$ cat src/rtl/lcd_pkg.sv
// lcd_pkg
// Shared definitions for the LCD command sequencer:
//   - lcd_state_e : sequencer FSM states
//   - CMD_*       : HD44780 command bytes used by the sequencer
//   - INIT_LEN    : number of bytes in the power-up initialisation ROM
//   - init_rom()  : initialisation byte for a given ROM index
package lcd_pkg;

   typedef enum logic [2:0] {
      ST_POWERUP   = 3'd0,
      ST_ISSUE     = 3'd1,
      ST_WAIT_DONE = 3'd2,
      ST_DELAY     = 3'd3,
      ST_IDLE      = 3'd4
   } lcd_state_e;

   localparam logic [7:0] CMD_FUNC_SET = 8'h38;  // 8-bit bus, 2 lines, 5x8 font
   localparam logic [7:0] CMD_DISP_OFF = 8'h08;
   localparam logic [7:0] CMD_CLEAR    = 8'h01;  // needs the long execution delay
   localparam logic [7:0] CMD_ENTRY    = 8'h06;  // increment, no shift
   localparam logic [7:0] CMD_DISP_ON  = 8'h0C;  // display on, cursor off
   localparam logic [7:0] CMD_LINE1    = 8'h80;  // DDRAM address 0x00
   localparam logic [7:0] CMD_LINE2    = 8'hC0;  // DDRAM address 0x40

   localparam int INIT_LEN = 7;

   // Function set is sent three times: the controller may still be in
   // 4-bit mode after a warm restart, and repeating it resynchronises it.
   function automatic logic [7:0] init_rom(input logic [2:0] idx);
      logic [7:0] b;
      case (idx)
         3'd0, 3'd1, 3'd2: b = CMD_FUNC_SET;
         3'd3:             b = CMD_DISP_OFF;
         3'd4:             b = CMD_CLEAR;
         3'd5:             b = CMD_ENTRY;
         default:          b = CMD_DISP_ON;
      endcase
      return b;
   endfunction

endpackage

$ cat src/rtl/lcd_delay_timer.sv
// lcd_delay_timer
// Down-counter shared by the power-up wait and the post-command delay.
// Ports:
//   clk, reset  : clock, asynchronous active-high reset
//   load        : load load_value into the counter this cycle
//   load_value  : cycles to wait minus one
//   expired     : counter has reached zero (held there, no wrap)
// The reset value is a parameter so the power-up wait starts counting
// the moment reset is released, without needing a load.
module lcd_delay_timer #(
   parameter int                CNT_W       = 21,
   parameter logic [CNT_W-1:0]  RESET_VALUE = '0
) (
   input  logic              clk,
   input  logic              reset,
   input  logic              load,
   input  logic [CNT_W-1:0]  load_value,
   output logic              expired
);

   logic [CNT_W-1:0] count;

   always_ff @(posedge clk or posedge reset) begin
      if (reset) begin
         count <= RESET_VALUE;
      end else if (load) begin
         count <= load_value;
      end else if (count != '0) begin
         count <= count - CNT_W'(1);
      end
   end

   assign expired = (count == '0);

endmodule

$ cat src/rtl/lcd_cmd_sequencer.sv
// lcd_cmd_sequencer
// Drives the LCD byte-send FSM: runs the HD44780 8-bit initialisation after
// power-up, then writes printable characters, tracking the cursor over a
// 2-line display and inserting DDRAM address commands at line wrap.
// Ports:
//   clk, reset            : clock, asynchronous active-high reset
//   char_valid/char_data  : character offered by upstream
//   char_ready            : character accepted this cycle (IDLE, no clear)
//   clear_req             : level request for clear + home, sampled in IDLE
//   init_done             : initialisation finished; held until reset
//   cmd_ready             : one-cycle request to the send FSM
//   cmd_rs/cmd_rw/cmd_data: byte and register select for the send FSM
//   cmd_done              : one-cycle completion pulse from the send FSM
module lcd_cmd_sequencer
   import lcd_pkg::*;
#(
   parameter int POWERUP_CYCLES = 750000,
   parameter int SHORT_CYCLES   = 2000,
   parameter int LONG_CYCLES    = 82000,
   parameter int COLS           = 16
) (
   input  logic       clk,
   input  logic       reset,
   input  logic       char_valid,
   input  logic [7:0] char_data,
   output logic       char_ready,
   input  logic       clear_req,
   output logic       init_done,
   output logic       cmd_ready,
   output logic       cmd_rs,
   output logic       cmd_rw,
   output logic [7:0] cmd_data,
   input  logic       cmd_done
);

   localparam int MAX_PS  = (POWERUP_CYCLES > SHORT_CYCLES) ? POWERUP_CYCLES : SHORT_CYCLES;
   localparam int MAX_CYC = (MAX_PS > LONG_CYCLES) ? MAX_PS : LONG_CYCLES;
   localparam int CNT_W   = $clog2(MAX_CYC) + 1;
   localparam int COL_W   = (COLS > 1) ? $clog2(COLS) : 1;

   // The timer holds "cycles minus one" so that DELAY lasts exactly the
   // parameterised number of cycles (expiry is seen in the last of them).
   localparam logic [CNT_W-1:0] POWERUP_LD = CNT_W'(POWERUP_CYCLES - 1);
   localparam logic [CNT_W-1:0] SHORT_LD   = CNT_W'(SHORT_CYCLES - 1);
   localparam logic [CNT_W-1:0] LONG_LD    = CNT_W'(LONG_CYCLES - 1);
   localparam logic [COL_W-1:0] LAST_COL   = COL_W'(COLS - 1);
   localparam logic [2:0]       LAST_INIT  = 3'(INIT_LEN - 1);

   lcd_state_e       state;
   logic [2:0]       init_idx;
   logic             row;
   logic [COL_W-1:0] col;
   logic             addr_pend;
   logic             timer_load;
   logic [CNT_W-1:0] timer_value;
   logic             timer_expired;

   // The delay is armed on the done pulse; cmd_rs/cmd_data still describe
   // the byte just completed because they only change on entry to ISSUE.
   assign timer_load  = (state == ST_WAIT_DONE) && cmd_done;
   assign timer_value = (!cmd_rs && cmd_data == CMD_CLEAR) ? LONG_LD : SHORT_LD;

   assign cmd_ready  = (state == ST_ISSUE);
   assign char_ready = (state == ST_IDLE) && !clear_req;
   assign cmd_rw     = 1'b0;

   lcd_delay_timer #(
      .CNT_W       (CNT_W),
      .RESET_VALUE (POWERUP_LD)
   ) u_timer (
      .clk        (clk),
      .reset      (reset),
      .load       (timer_load),
      .load_value (timer_value),
      .expired    (timer_expired)
   );

   always_ff @(posedge clk or posedge reset) begin
      if (reset) begin
         state     <= ST_POWERUP;
         init_idx  <= 3'd0;
         row       <= 1'b0;
         col       <= '0;
         addr_pend <= 1'b0;
         init_done <= 1'b0;
         cmd_rs    <= 1'b0;
         cmd_data  <= 8'h00;
      end else begin
         case (state)
            ST_POWERUP: begin
               if (timer_expired) begin
                  state    <= ST_ISSUE;
                  init_idx <= 3'd0;
                  cmd_rs   <= 1'b0;
                  cmd_data <= init_rom(3'd0);
               end
            end

            ST_ISSUE: begin
               state <= ST_WAIT_DONE;
            end

            ST_WAIT_DONE: begin
               if (cmd_done) begin
                  state <= ST_DELAY;
               end
            end

            ST_DELAY: begin
               if (timer_expired) begin
                  if (!init_done && init_idx != LAST_INIT) begin
                     state    <= ST_ISSUE;
                     init_idx <= init_idx + 3'd1;
                     cmd_rs   <= 1'b0;
                     cmd_data <= init_rom(init_idx + 3'd1);
                  end else if (addr_pend) begin
                     // row was already toggled when the wrap was recorded
                     state     <= ST_ISSUE;
                     addr_pend <= 1'b0;
                     cmd_rs    <= 1'b0;
                     cmd_data  <= row ? CMD_LINE2 : CMD_LINE1;
                  end else begin
                     state     <= ST_IDLE;
                     init_done <= 1'b1;
                  end
               end
            end

            ST_IDLE: begin
               if (clear_req) begin
                  state     <= ST_ISSUE;
                  cmd_rs    <= 1'b0;
                  cmd_data  <= CMD_CLEAR;
                  row       <= 1'b0;
                  col       <= '0;
                  addr_pend <= 1'b0;
               end else if (char_valid) begin
                  state    <= ST_ISSUE;
                  cmd_rs   <= 1'b1;
                  cmd_data <= char_data;
                  if (col == LAST_COL) begin
                     col       <= '0;
                     row       <= ~row;
                     addr_pend <= 1'b1;
                  end else begin
                     col <= col + COL_W'(1);
                  end
               end
            end

            default: begin
               state <= ST_POWERUP;
            end
         endcase
      end
   end

endmodule

$ cat config.mk
export PLATFORM = sky130hd
export DESIGN_NAME = lcd_cmd_sequencer
export DESIGN_NICKNAME = d
export VERILOG_FILES = /design/src/rtl/lcd_pkg.sv /design/src/rtl/lcd_delay_timer.sv /design/src/rtl/lcd_cmd_sequencer.sv
export SDC_FILE = /design/constraint.sdc
export NUM_CORES = 1
export LEC_CHECK = 0
export ABC_AREA = 1
export CAP_MARGIN = 10
export CORE_ASPECT_RATIO = 0.75
export CORE_UTILIZATION = 45
export CTS_BUF_LIST = sky130_fd_sc_hd__clkbuf_4 sky130_fd_sc_hd__clkbuf_8 sky130_fd_sc_hd__clkbuf_16
export CTS_CLUSTER_SIZE = 25
export DETAILED_ROUTE_END_ITERATION = 10
export GPL_TIMING_DRIVEN = 0
export PLACE_DENSITY = 0.65
export SETUP_SLACK_MARGIN = 0.2
export SYNTH_ARGS = -nofsm -noshare
export SYNTH_HDL_FRONTEND = slang
export SYNTH_SLANG_ARGS = --single-unit
$ cat constraint.sdc
create_clock -name clk -period 2.63 [get_ports clk]
set_clock_uncertainty 0.2 [all_clocks]
set_input_delay 0.526 -clock clk [delete_from_list [all_inputs] [get_ports clk]]
set_output_delay 0.526 -clock clk [all_outputs]
set_load 0.05 [all_outputs]
==> results.toml, run 1 <==
[sta]
slew_viol_final = 0
holdWs_ps = 302
slew_headroom_pct = 65.6
post-route-min-period_ps = 2380
rsz0062_at_grt = "false"
post-route-period-util_pct = 90.4
worst_pin_slew_ps = 515
timing.fmax_mhz = 421
fin_tns_setup_ps = 0
hold_viol_final = 0
setup_violations = 0

[clock_tree]
cts_tree = "done"
clock_sink_count = 43
clockBufferDepth = 2
cts_max_level = 2
cts_hold_buffers = 0
worstSkewPairLatency_ps = 300
path_clk_slew_ps = 80
cts_setup_buffers = 0
cts_buffers = 5
ctsRootBufferMaster = "clkbuf_8"

[yosys]
ys_seq_area_share_pct = 40.3
avgSynthCellArea_um2 = 7.44
ys_seq_elements = 43
async_flop_share_pct = 100
syn_nets = 386
syn_inst = 364
yosys_most_used_dff = "dfrtp_1"
netlist_area_um2 = 2710
synth.distinct_cells = 37
synth_edf_count = 0
yosysWarningCount = 0

[place]
gp_congestion = 0.920
dp_hpwl_um = 4750
portBuffers = 24
placed_cell_area_um2 = 3070

[drt]
vias_per_cell = 5.04
wl_um = 6080
wl_per_cell_um = 12.8
drtPass1Iterations = 5
drc_errors = 0
ant_nets = 0
detailedRoute.firstIterationViolations = 159
vias = 2395

[finish]
final_cell_mix = "98 x nand2_1, 51 x nor2_1, 34 x nand3_1, 32 x inv_1, 30 x dfrtp_1"
diodes = 0
nFillCells = 562
fin_util_pct = 54.8
area_growth_pct = 17.4
fin_area_um2 = 3180
drive_gt1_share_pct = 15.1
mostFrequentLayoutCell = "nand2_1"
layout.nets = 418

[worst_setup_path]
rrSetupSlack_ps = 580
crit_fanout = 10
worstPathArrival_ps = 1650
required_ps = 1900
crit_path_end_kind = "output port"
crit_type = "in2out"
reg2reg_depth = 12
setup.worst_path.start_class = "input pin"
r2r-start = "init_idx[0]"
rr_endpoint = "cmd_data[6]"

[hold_path]
worstHoldPathType = "in2async"

[floorplan]
start_util_pct = 46.7
ios = 26
die_h_um = 69.2
die_area_um2 = 6330
fp.coreArea_um2 = 5800
die_w_um = 91.6
rows = 24

[power]
ir_worst_vdd_mv = 0.457
power_mw = 2.76
p_int_mw = 1.57
pwr-share-comb_pct = 44.3
switchingPower_mw = 1.19
clkPwrFrac_pct = 19.0
power_leakage_nw = 1.53
p_sw_share_pct = 43.2
p_seq_share_pct = 36.7
powerDensity_nw_per_um2 = 870

[run_status]
status = "completed"

[global_route]
grt_antenna_before_repair = 0
grt_pass1_wl_um = 10600
grt-ovfl-total = 0
grtUsageTotal_pct = 21.1
grt_pass1_vias = 2230
grt_max_degree = 31

[job]
cap_violations = 0
==> synth_stat cells (2+ instances only) <==
library cell	n	area [µm²]
a21oi_1	8	40.0
a21oi_4	2	32.5
dfrtp_1	30	751
dfstp_2	13	342
ha_1	9	113
inv_1	33	124
inv_2	8	30.0
nand2_1	98	368
nand2_2	5	31.3
nand3_1	34	170
nand3_2	2	20.0
nand4_1	8	50.1
nor2_1	51	191
nor2_2	5	31.3
nor2_4	3	33.8
nor3_1	8	40.0
o211ai_1	3	22.5
o21a_1	2	15.0
o21ai_0	9	45.0
o21ai_1	7	35.0
or2_2	2	12.5
xnor2_1	5	43.8
xor2_1	5	43.8
==> kinds of logic after synthesis <==
logic type	count (synthesis)	synth area share, %
xor+xnor	10	3.23
simple gates	221	37.1
fa+ha+maj	9	4.16
compound gates	34	8.09
buf+inv	46	6.93
flops	43	40.3
other cells	1	0.138
==> sequential cells by signal, summed over array words and instances, names as in the netlist <==
register / count
cmd_rs: 1
addr_pend: 1
state: 3
init_done: 1
init_idx: 3
cmd_data: 8
u_timer.count: 21
row: 1
col: 4
==> critical path, cell delays in order <==
cell and delay [ps]:
clkdlybuf4s50_1 510, nor2_1 170, clkbuf_4 220, buf_4 220
==> stage by stage <==
stage	setup slack, ps	cells
after floorplan	664	364
after global placement	-371	466
after detailed placement	-373	467
after CTS	163	475
after global routing	205	475
final	252	475
==> repair_timing <==
| item | CTS | global route |
|---|---|---|
| cloned | 0 | 0 |
| gates resized for setup | 6 | 3 |
| endpoints found under the setup margin | 2 | 1 |
==> power by group through the flow <==
stage               Clock, mW  Sequential [mW]  Combinational (mW)
global route            0.562             1.04                1.36
finish                  0.524             1.01                1.23
detailed placement          0             1.02                1.22
floorplan                   0             1.07               0.860
CTS                     0.532             1.01                1.22
global placement            0             1.02                1.20
==> cell type report <==
type                       count  area (µm²)  area share [%]
buffer                         4        30.0           0.945
tap                           78        97.6            3.07
inverter                      42         160            5.04
clock inverter                 2        37.5            1.18
sequential                    43        1090            34.4
timing repair buffer          25         256            8.07
clock buffer                   6        76.3            2.40
multi-input combinational    275        1430            44.9
==> worst max path at each step <==
stage          startpoint          to  slack, ps  cells after the start
3_3_place_gp    clear_req  char_ready       -370                      4
6_report        clear_req  char_ready        250                      4
4_1_cts         clear_req  char_ready        160                      4
3_5_place_dp    clear_req  char_ready       -370                      4
2_1_floorplan    state[2]   cmd_ready        660                      3
5_1_grt         clear_req  char_ready        210                      4
==> routing by layer <==
metal	GRT usage, %	share of wire, %	up-vias
li1	-	-	1230
met1	33.3	53	1097
met2	28.9	40	64
met3	5.04	6.9	4
met4	4.59	0.74	0
met5	0	0	-
Power figures use the tool's default switching activity.
==> run 2: changes to the inputs <==
- CAP_MARGIN: 10 -> 0
==> results of run 2 <==
Final layout, timing and power as in run 1 (identical DEF).
